<file path="src/rtl/muldiv_unit_if.sv">
// Request/response bundle for muldiv_unit: operation request, result response and busy status.
interface muldiv_unit_if #(
  parameter int unsigned XLEN = 32
) ();
  logic            in_valid;
  logic            in_ready;
  logic [2:0]      funct3;
  logic [XLEN-1:0] a;
  logic [XLEN-1:0] b;
  logic            out_valid;
  logic            out_ready;
  logic [XLEN-1:0] result;
  logic            busy;

  modport master (
    output in_valid, funct3, a, b, out_ready,
    input  in_ready, out_valid, result, busy
  );

  modport slave (
    input  in_valid, funct3, a, b, out_ready,
    output in_ready, out_valid, result, busy
  );
endinterface

</file>
<file path="src/rtl/muldiv_unit.sv">
// RV M-extension multiply/divide unit: fixed-latency multiply and radix-2 restoring divide.
// The divider is only built when the MULDIV_DIV_EN macro is defined.
module muldiv_unit #(
  parameter int unsigned XLEN        = 32,
  parameter int unsigned MUL_LATENCY = 3
) (
  input logic          clk,
  input logic          reset_n,
  muldiv_unit_if.slave bus
);

  localparam int unsigned CntW = $clog2(XLEN + 1);
  localparam logic [CntW-1:0] MulLast = CntW'((MUL_LATENCY > 1) ? MUL_LATENCY - 2 : 0);

  typedef enum logic [1:0] {StIdle, StMul, StDiv, StDone} state_e;

  state_e          state_q;
  logic [CntW-1:0] cnt_q;
  logic [1:0]      op_q;
  logic [XLEN-1:0] a_q;
  logic [XLEN-1:0] b_q;
  logic [XLEN-1:0] res_q;
  logic            out_valid_q;

  // op[1:0]: 00 MUL (low half), 01 MULH, 10 MULHSU, 11 MULHU (high halves).
  function automatic logic [XLEN-1:0] mul_op(input logic [1:0] op, input logic [XLEN-1:0] x,
                                             input logic [XLEN-1:0] y);
    logic [2*XLEN-1:0] xe;
    logic [2*XLEN-1:0] ye;
    logic [2*XLEN-1:0] p;
    xe = ((op == 2'b01 || op == 2'b10) && x[XLEN-1]) ? {{XLEN{1'b1}}, x} : {{XLEN{1'b0}}, x};
    ye = (op == 2'b01 && y[XLEN-1]) ? {{XLEN{1'b1}}, y} : {{XLEN{1'b0}}, y};
    p  = xe * ye;
    return (op == 2'b00) ? p[XLEN-1:0] : p[2*XLEN-1:XLEN];
  endfunction

`ifdef MULDIV_DIV_EN
  logic [XLEN-1:0] rem_q;
  logic            neg_quo_q;
  logic            neg_rem_q;

  logic            is_signed;
  logic            neg_a;
  logic            neg_b;
  logic [XLEN-1:0] mag_a;
  logic [XLEN-1:0] mag_b;
  logic            b_zero;
  logic            ovf;
  logic [XLEN:0]   rem_sh;
  logic [XLEN:0]   diff;
  logic [XLEN-1:0] rem_nx;
  logic [XLEN-1:0] quo_nx;
  logic [XLEN-1:0] quo_fix;
  logic [XLEN-1:0] rem_fix;

  always_comb begin
    is_signed = ~bus.funct3[0];
    neg_a     = is_signed & bus.a[XLEN-1];
    neg_b     = is_signed & bus.b[XLEN-1];
    mag_a     = neg_a ? -bus.a : bus.a;
    mag_b     = neg_b ? -bus.b : bus.b;
    b_zero    = (bus.b == '0);
    ovf       = is_signed && (bus.a == {1'b1, {(XLEN-1){1'b0}}}) && (&bus.b);
    // Quotient shifts through a_q; remainder accumulates in rem_q.
    rem_sh    = {rem_q, a_q[XLEN-1]};
    diff      = rem_sh - {1'b0, b_q};
    rem_nx    = diff[XLEN] ? rem_sh[XLEN-1:0] : diff[XLEN-1:0];
    quo_nx    = {a_q[XLEN-2:0], ~diff[XLEN]};
    quo_fix   = neg_quo_q ? -a_q : a_q;
    rem_fix   = neg_rem_q ? -rem_q : rem_q;
  end
`endif

  always_ff @(posedge clk) begin
    if (!reset_n) begin
      state_q     <= StIdle;
      cnt_q       <= '0;
      op_q        <= '0;
      a_q         <= '0;
      b_q         <= '0;
      res_q       <= '0;
      out_valid_q <= 1'b0;
`ifdef MULDIV_DIV_EN
      rem_q       <= '0;
      neg_quo_q   <= 1'b0;
      neg_rem_q   <= 1'b0;
`endif
    end else begin
      unique case (state_q)
        StIdle: begin
          if (bus.in_valid) begin
            op_q  <= bus.funct3[1:0];
            cnt_q <= '0;
            if (!bus.funct3[2]) begin
              a_q <= bus.a;
              b_q <= bus.b;
              if (MUL_LATENCY == 1) begin
                res_q       <= mul_op(bus.funct3[1:0], bus.a, bus.b);
                out_valid_q <= 1'b1;
                state_q     <= StDone;
              end else begin
                state_q <= StMul;
              end
            end else begin
`ifdef MULDIV_DIV_EN
              if (b_zero) begin
                res_q       <= bus.funct3[1] ? bus.a : '1;
                out_valid_q <= 1'b1;
                state_q     <= StDone;
              end else if (ovf) begin
                res_q       <= bus.funct3[1] ? '0 : bus.a;
                out_valid_q <= 1'b1;
                state_q     <= StDone;
              end else begin
                a_q       <= mag_a;
                b_q       <= mag_b;
                rem_q     <= '0;
                neg_quo_q <= neg_a ^ neg_b;
                neg_rem_q <= neg_a;
                state_q   <= StDiv;
              end
`else
              res_q       <= '0;
              out_valid_q <= 1'b1;
              state_q     <= StDone;
`endif
            end
          end
        end
        StMul: begin
          if (cnt_q == MulLast) begin
            res_q       <= mul_op(op_q, a_q, b_q);
            out_valid_q <= 1'b1;
            state_q     <= StDone;
          end else begin
            cnt_q <= cnt_q + 1'b1;
          end
        end
        StDiv: begin
`ifdef MULDIV_DIV_EN
          // XLEN iterations, then one cycle for sign fix-up.
          if (cnt_q == CntW'(XLEN)) begin
            res_q       <= op_q[1] ? rem_fix : quo_fix;
            out_valid_q <= 1'b1;
            state_q     <= StDone;
          end else begin
            rem_q <= rem_nx;
            a_q   <= quo_nx;
            cnt_q <= cnt_q + 1'b1;
          end
`else
          state_q <= StIdle;
`endif
        end
        StDone: begin
          if (bus.out_ready) begin
            res_q       <= '0;
            out_valid_q <= 1'b0;
            state_q     <= StIdle;
          end
        end
        default: state_q <= StIdle;
      endcase
    end
  end

  assign bus.in_ready  = (state_q == StIdle);
  assign bus.busy      = (state_q != StIdle);
  assign bus.out_valid = out_valid_q;
  assign bus.result    = res_q;

endmodule

</file>
<file path="src/flat_wrapper.sv">
// flat-port wrapper written by rule: the top's interface ports become plain ports
module muldiv_unit_flat 
#(
  parameter int unsigned XLEN        = 32,
  parameter int unsigned MUL_LATENCY = 3
)
  (clk, reset_n, bus_in_valid, bus_funct3, bus_a, bus_b, bus_out_ready, bus_in_ready, bus_out_valid, bus_result, bus_busy);
  muldiv_unit_if #(.XLEN(XLEN)) bus_i ();
  input logic clk;
  input logic reset_n;
  input wire logic [$bits(bus_i.in_valid)-1:0] bus_in_valid;
  input wire logic [$bits(bus_i.funct3)-1:0] bus_funct3;
  input wire logic [$bits(bus_i.a)-1:0] bus_a;
  input wire logic [$bits(bus_i.b)-1:0] bus_b;
  input wire logic [$bits(bus_i.out_ready)-1:0] bus_out_ready;
  output wire logic [$bits(bus_i.in_ready)-1:0] bus_in_ready;
  output wire logic [$bits(bus_i.out_valid)-1:0] bus_out_valid;
  output wire logic [$bits(bus_i.result)-1:0] bus_result;
  output wire logic [$bits(bus_i.busy)-1:0] bus_busy;
  assign bus_i.in_valid = bus_in_valid;
  assign bus_i.funct3 = bus_funct3;
  assign bus_i.a = bus_a;
  assign bus_i.b = bus_b;
  assign bus_i.out_ready = bus_out_ready;
  assign bus_in_ready = bus_i.in_ready;
  assign bus_out_valid = bus_i.out_valid;
  assign bus_result = bus_i.result;
  assign bus_busy = bus_i.busy;
  muldiv_unit #(.XLEN(XLEN), .MUL_LATENCY(MUL_LATENCY)) u_core (.clk(clk), .reset_n(reset_n), .bus(bus_i));
endmodule
</file>
<file path="config.mk">
export PLATFORM = sky130hd
export DESIGN_NAME = muldiv_unit_flat
export DESIGN_NICKNAME = d
export VERILOG_FILES = /design/src/rtl/muldiv_unit_if.sv /design/src/rtl/muldiv_unit.sv /design/src/flat_wrapper.sv
export SDC_FILE = /design/constraint.sdc
export NUM_CORES = 2
export LEC_CHECK = 0
export ABC_CLOCK_PERIOD_IN_PS = 17300
export CORE_AREA = 2 2 363 365
export DETAILED_ROUTE_END_ITERATION = 10
export DIE_AREA = 0 0 365 367
export PLACE_DENSITY_LB_ADDON = 0.3
export SYNTH_ARGS = -nofsm -noshare
export SYNTH_HDL_FRONTEND = slang
export SYNTH_SLANG_ARGS = --single-unit
export TNS_END_PERCENT = 50
</file>
<file path="constraint.sdc">
create_clock -name clk -period 17.3 [get_ports clk]
set_input_delay 1.73 -clock clk [delete_from_list [all_inputs] [get_ports clk]]
set_output_delay 1.73 -clock clk [all_outputs]
set_load 0.02 [all_outputs]
</file>
Yosys cells after proc, flatten, opt, wreduce, memory -nomap -nowiden
Index checks and enable logic that the tools add are counted.
Operators by class
  order comparisons: 0
  bitwise operators: 1
  reductions and logical operators: 13
  divide/modulo/power cells: 0
  shift-type cells: 0
  multiplexer cells: 21
  equality and inequality tests: 11
  multipliers: 1
  add/subtract/negate cells: 1
Operator list (number)
  two-way mux 32 bit: 5
  two-way mux 64 bit: 2
  one-hot mux 32 bit (3 select lines): 1
  multiplier 64 x 64 -> 64 bit: 1
  two-way mux 6 bit: 2
  one-hot mux 6 bit (2 select lines): 1
  AND reduction 3 bit: 3
  two-way mux 2 bit: 4
  inequality test 2 bit (second input constant): 4
  one-hot mux 2 bit (4 select lines): 1
  adder 6 x 1 -> 6 bit (second input constant): 1
  equality test 2 bit (second input constant): 3
  equality test 6 x 1 -> 1 bit (second input constant): 1
  AND reduction 5 bit: 1
  equality test 2 x 1 -> 1 bit (second input constant): 2
  zero test 2 bit: 2
  two-way mux 1 bit: 4
  nonzero test 2 bit: 2
  one-hot mux 1 bit (3 select lines): 1
  nonzero test 3 bit: 1
  logical AND 1 bit: 2
  inequality test 2 x 1 -> 1 bit (second input constant): 1
  AND reduction 2 bit: 1
  logical OR 1 bit: 1
  inverter 1 bit: 1
Word-level totals
  bits in latches: 0
  output and inout bits: 35
  memories kept: 0
  bits in read-only memories: 0
  register bits: 107
  input bits: 71
  memory bits (writable): 0

Longest topological paths before layout
  word-level depth: 8
  mapped depth: 36
  depth with buffers taken out: 35

Worst setup path before layout
Ideal clock, no wire load.
  kind: reg-to-reg
  start point: reg u_core.op_q[0]
  end point: reg u_core.res_q[30], in the netlist u_core.bus.result[30]
  buffers on the path: 3
  setup slack: 7.887 ns
  cell stages (with the launch flop): 33
  clock period less this slack: 9.413 ns
  library setup time: 0.136 ns
  required time: 17.164 ns
  arrival time: 9.277 ns
  path through: dfxtp_1 inv_1 ha_1 and2_1 clkbuf_1 clkbuf_1 nand2_1 fa_1 inv_1 fa_1 fa_1 inv_1 fa_1 inv_1 fa_1 fa_1 fa_1 fa_1 fa_1 inv_1 fa_1 inv_1 ha_1 clkbuf_1 a21o_1 a21o_1 a21oi_1 o21ai_0 a21o_1 a21oi_1 nor3_1 a221oi_1 o211ai_1
Between the ends
  longest elaborated chain between the ends: 8
RTL lines
  start, declared: RTL line muldiv_unit.sv:19  | logic [1:0] op_q;
  start signal, assigned: RTL line muldiv_unit.sv:92  | op_q <= bus.funct3[1:0];
  equality test 2 x 1 -> 1 bit or equality test 2 bit (tied branches): RTL line muldiv_unit.sv:31, muldiv_unit.sv:32
  logical OR 1 bit: RTL line muldiv_unit.sv:31  | xe = ((op == 2'b01 || op == 2'b10) && x[XLEN-1]) ? {{XLEN{1'b1}}, x} : {{XLEN{1'b0}}, x};
  logical AND 1 bit: RTL line muldiv_unit.sv:31
  two-way mux 64 bit: RTL line muldiv_unit.sv:31
  multiplier 64 x 64 -> 64 bit: RTL line muldiv_unit.sv:33  | p = xe * ye;
  two-way mux 32 bit *: RTL line muldiv_unit.sv:34  | return (op == 2'b00) ? p[XLEN-1:0] : p[2*XLEN-1:XLEN];
  two-way mux 32 bit *: RTL line muldiv_unit.sv:131  | if (cnt_q == MulLast) begin
  one-hot mux 32 bit (3 select lines) *: RTL line muldiv_unit.sv:89  | unique case (state_q)
  end signal, assigned: RTL line muldiv_unit.sv:98  | res_q <= mul_op(bus.funct3[1:0], bus.a, bus.b);
  end signal, assigned: RTL line muldiv_unit.sv:132  | res_q <= mul_op(op_q, a_q, b_q);
  end, declared: RTL line muldiv_unit.sv:22  | logic [XLEN-1:0] res_q;
Mark *: on every way between the ends. The rest lies on a longest branch, timed or not. The select of a mux whose other input is x is not followed.
A chain may end at the register's enable or synchronous reset.

Worst setup path in the final report
  start point: reg u_core.op_q[0]
  end point: reg u_core.res_q[29], in the netlist u_core.bus.result[29]
The elaborated chain is that of the path after synthesis.

==> out/results.env <==
P_LEAK_nW=28.2
PATH_CLASS='reg2reg'
MUXSHAREOFSYNTHAREA=0.00119
CP_NUM_CELLS=33
PLACE.DETAILED.HPWL_UM=125000
FINAL.SETUP.WORST_SLACK_NS=6.54
DRT_PRE_ANTENNA_ITERS=5
POWER.DENSITY_CELL_AREA_nW_PER_UM2=17.2
DIE_W_UM=365
CTS_REPAIR_RESIZE_COUNT=0
SLEW_HEADROOM=0.256
TOTALNEGATIVESETUPSLACK_NS=0
SYNTH_ENABLE_FLOP_CELLS=0
DPL_CELLS=7220
DIE-AREA_UM2=134000
WL_MET2_UM=78000
ASYNCSETRESETFLOPFRACSYNTH=0
SYNTH.YOSYS.SEQ_AREA_SHARE=0.0415
SYN-CELL-AREA_UM2=51600
PORT_BUFFERS=105
GRT_MAX_DEGREE=65
DETAILROUTE.WIRELENGTH.MET3_UM=6040
FRACTION_OF_LAYOUT_CELLS_WITH_A_SIZE_SUFFIX_ABOVE_1=0.0226
YOSYS_WARNINGS=0
CTS.PATH.MAX_BUFFERS=2
ROUTED_VIA_DENSITY=4.97
R2R_CELLS=33
CP.BUFFERS_INVERTERS=9
VDD.IR_DROP.WORST_mV=0.0637
FINALNONFILLERCELLS=7237
YOSYS.CELL_TYPES.COUNT=73
CRITICAL-PATH-MAX-STAGE-DELAY_NS=0.92
FIN_UTIL=0.419
GLOBAL_ROUTE.OVERFLOW_TOTAL=0
CTS_HOLD_BUF=0
DRT_ITER0_DRC=1971
REGTOREGSTARTPOINT='u_core.op_q[0]'
SYNTH_FLOP_CELL='sky130_fd_sc_hd__dfxtp_1'
WORSTSKEWPAIRLATENCY_NS=0.47
TRITONCTS='done'
CRITICAL_PATH.MOST_COMMON_CELL='sky130_fd_sc_hd__fa_1'
MAXCAPVIOLATIONS=0
WORST_EP_REQUIRED_TIME_NS=17.62
ROUTED.TOP_LAYER='met5'
DP_WORST_SETUP_SLACK_NS=6.66
REPORT.FINAL.SETUP_VIOL=0
WORST_EP_ARRIVAL_TIME_NS=11.08
SETUP_REPAIR_AFTER_GLOBAL_ROUTING_MISSED_ITS_MARGIN='no'
GRT_PASS1_VIAS=40100
Y_DIMENSION_OF_THE_DIE_UM=367
NUMBER_OF_STAGES_ON_THE_WORST_HOLD_PATH=2
CLOCK_TREE.ROOT_CELL='sky130_fd_sc_hd__clkbuf_16'
SYNTHXORXNORAREAFRAC=0.0199
CTS.REPAIR_TIMING.SETUP_BUFFER_COUNT=0
NET-SWITCHING-POWER_uW=437
POWER.TOTAL_uW=943
MIN-DELAY-START='u_core.bus.result[15]'
CTS_INSERTED_BUFFERS=9
FIN_NETS=7278
ROUTE.ANTENNA.REMAINING_NETS=0
GRT_FIRST_PASS_WIRELENGTH_UM=239000
WORSTHOLDPATHTYPE='reg2reg'
PWR-SHARE-SEQ=0.282
PLACER_CONGESTION=0.933
CPMAXSTAGEDELAYCELL='sky130_fd_sc_hd__fa_1'
PIN_COUNT=106
START_UTIL=0.395
DRC_VIOLATIONS=0
POST_DP_CELL_AREA_UM2=54300
MAX_SLEW.WORST_PIN.SLEW_NS=1.12
FINALCRITPERIODSHARE=0.622
WORSTSETUPSTARTPOINT='u_core.op_q[0]'
TRITONCTS_NUM_SINKS=107
SHARE_COMB_OF_TOTAL_POWER=0.447
SYNTH_TOP_FAMILY_BY_AREA='adder cells'
STATUS='complete, no violations'
DRT-WIRELENGTH-PER-CELL_UM=20.7
SYNTH.NET_COUNT=7367
P_SW_FRAC=0.464
CELL_INTERNAL_PWR_uW=505
STDCELL_AREA_UM2=54700
SYNTH_COMPOUND_GATE_AREA_SHARE=0.0421
YS_FF_LATCH=107
GRT_ANTENNA_BEFORE_REPAIR=2
CORE.ROWCOUNT=133
TIMING.CRITICAL_PATH.TO_TYPE='register'
CP_TOP_FAMILY='adder cells'
SYNTH_ADDER_AREA_SHARE=0.628
CORE_AREA_UM2=130000
FILLCELLCOUNT=13000
SYNTH_CELLS=5565
SLEW_VIOL_FINAL=0
FINAL_PERIOD_MINUS_WORST_SETUP_SLACK_NS=10.76
POST_SYNTH_AND_OR_NAND_NOR_AREA_FRACTION=0.136
CLK_PIN_SLEW_NS=0.12
WORST_CASE_HOLD_SLACK_NS=0.467
CRITICAL_PATH.MAX_FANOUT=24
CRITPATHLAUNCHTYPE='register'
ROUTE.FINAL.WIRE_LENGTH_UM=150000
CLOCK-SKEW-FINAL_NS=0.0369
CLOCK.FMAX_GHz=0.0929
CTS_HTREE_LEVELS=3
SYNTH_AREA_PER_CELL_UM2=9.27
AREA.GROWTH.SYNTH_TO_FINAL_PCT=5.97
GRT_UTIL_ALL_LAYERS=0.237
CLOCK_POWER_SHARE=0.270
ROUTE.LAYER.MET1.WL_UM=59100
FINALHOLDVIOLATIONS=0
VIA_COUNT=36000
final timing paths:
kind	end	slack, ns
setup / recovery	u_core.bus.result[29]	6.54
hold / removal	u_core.bus.result[15]	0.47
setup reg to reg	u_core.bus.result[29]	6.54
hold reg to reg	u_core.bus.result[15]	0.47
layout make-up:
cell class | instances | area, µm² | area share
clock buffer | 9 | 225 | 0.00412
clock inverter | 7 | 91.3 | 0.00167
inverter | 1535 | 5760 | 0.105
tap | 1755 | 2200 | 0.0402
multi-input combinational | 3646 | 42600 | 0.780
sequential | 107 | 2160 | 0.0395
antenna | 1 | 2.50 | 0.0000458
timing repair buffer | 177 | 1590 | 0.0291
sequential cells by signal, indices dropped and copies added (netlist names):
| signal | count |
|---|---|
| u_core.bus.out_valid | 1 |
| u_core.a_q | 32 |
| u_core.bus.result | 32 |
| u_core.op_q | 2 |
| u_core.cnt_q | 6 |
| u_core.b_q | 32 |
| u_core.state_q | 2 |
tightest hold or removal path, stage by stage (launching register included):
cell                      delay [ns]
sky130_fd_sc_hd__dfxtp_1        0.33
sky130_fd_sc_hd__nand2_1        0.05
sky130_fd_sc_hd__a21oi_1        0.05
power groups by stage:
stage	sequential [mW]	clock, mW	combinational, mW
after floorplan	0.267	0	0.256
after global placement	0.272	0	0.418
after detailed placement	0.272	0	0.421
after CTS	0.266	0.265	0.425
after global routing	0.267	0.271	0.466
final	0.266	0.255	0.422
placed cells by master, fill, tap and decap left out, drive strengths merged, types with 20 or more instances in the layout:
cell type,count
and3,21
o21ai,44
nand3,20
xor2,29
dfxtp,107
clkdlybuf4s50,105
nand2,766
inv,1538
fa,1423
and2,511
ha,308
a21oi,149
nor2,70
xnor2,88
buf,72
a21o,31
nand4,20
routing by layer:
layer,global-route usage,vias up
li1,-,15700
met1,0.296,19100
met2,0.419,968
met3,0.0213,241
met4,0.0958,2
met5,0,-
synth_stat cells, types with 10 or more instances:
cell type	n	area [µm²]
sky130_fd_sc_hd__a211oi_1	12	90.1
sky130_fd_sc_hd__a21o_1	31	233
sky130_fd_sc_hd__a21oi_1	148	741
sky130_fd_sc_hd__a221oi_1	10	87.6
sky130_fd_sc_hd__a31oi_1	15	93.8
sky130_fd_sc_hd__and2_1	511	3200
sky130_fd_sc_hd__and3_1	21	131
sky130_fd_sc_hd__clkbuf_1	264	991
sky130_fd_sc_hd__dfxtp_1	107	2140
sky130_fd_sc_hd__fa_1	1423	28500
sky130_fd_sc_hd__ha_1	308	3850
sky130_fd_sc_hd__inv_1	1534	5760
sky130_fd_sc_hd__nand2_1	765	2870
sky130_fd_sc_hd__nand3_1	20	100
sky130_fd_sc_hd__nand4_1	19	119
sky130_fd_sc_hd__nor2_1	69	259
sky130_fd_sc_hd__nor3_1	12	60.1
sky130_fd_sc_hd__o21ai_0	40	200
sky130_fd_sc_hd__o21bai_1	16	120
sky130_fd_sc_hd__xnor2_1	88	771
sky130_fd_sc_hd__xor2_1	29	254
cells by family after synthesis:
family                   after synthesis
buffers and inverters               1812
adder cells (fa/ha/maj)             1734
AND/OR/NAND/NOR                     1449
AO/OA/AOI/OAI                        340
XOR/XNOR                             117
flip-flops                           107
multiplexers                           6
(Power assumes the default switching activity.)
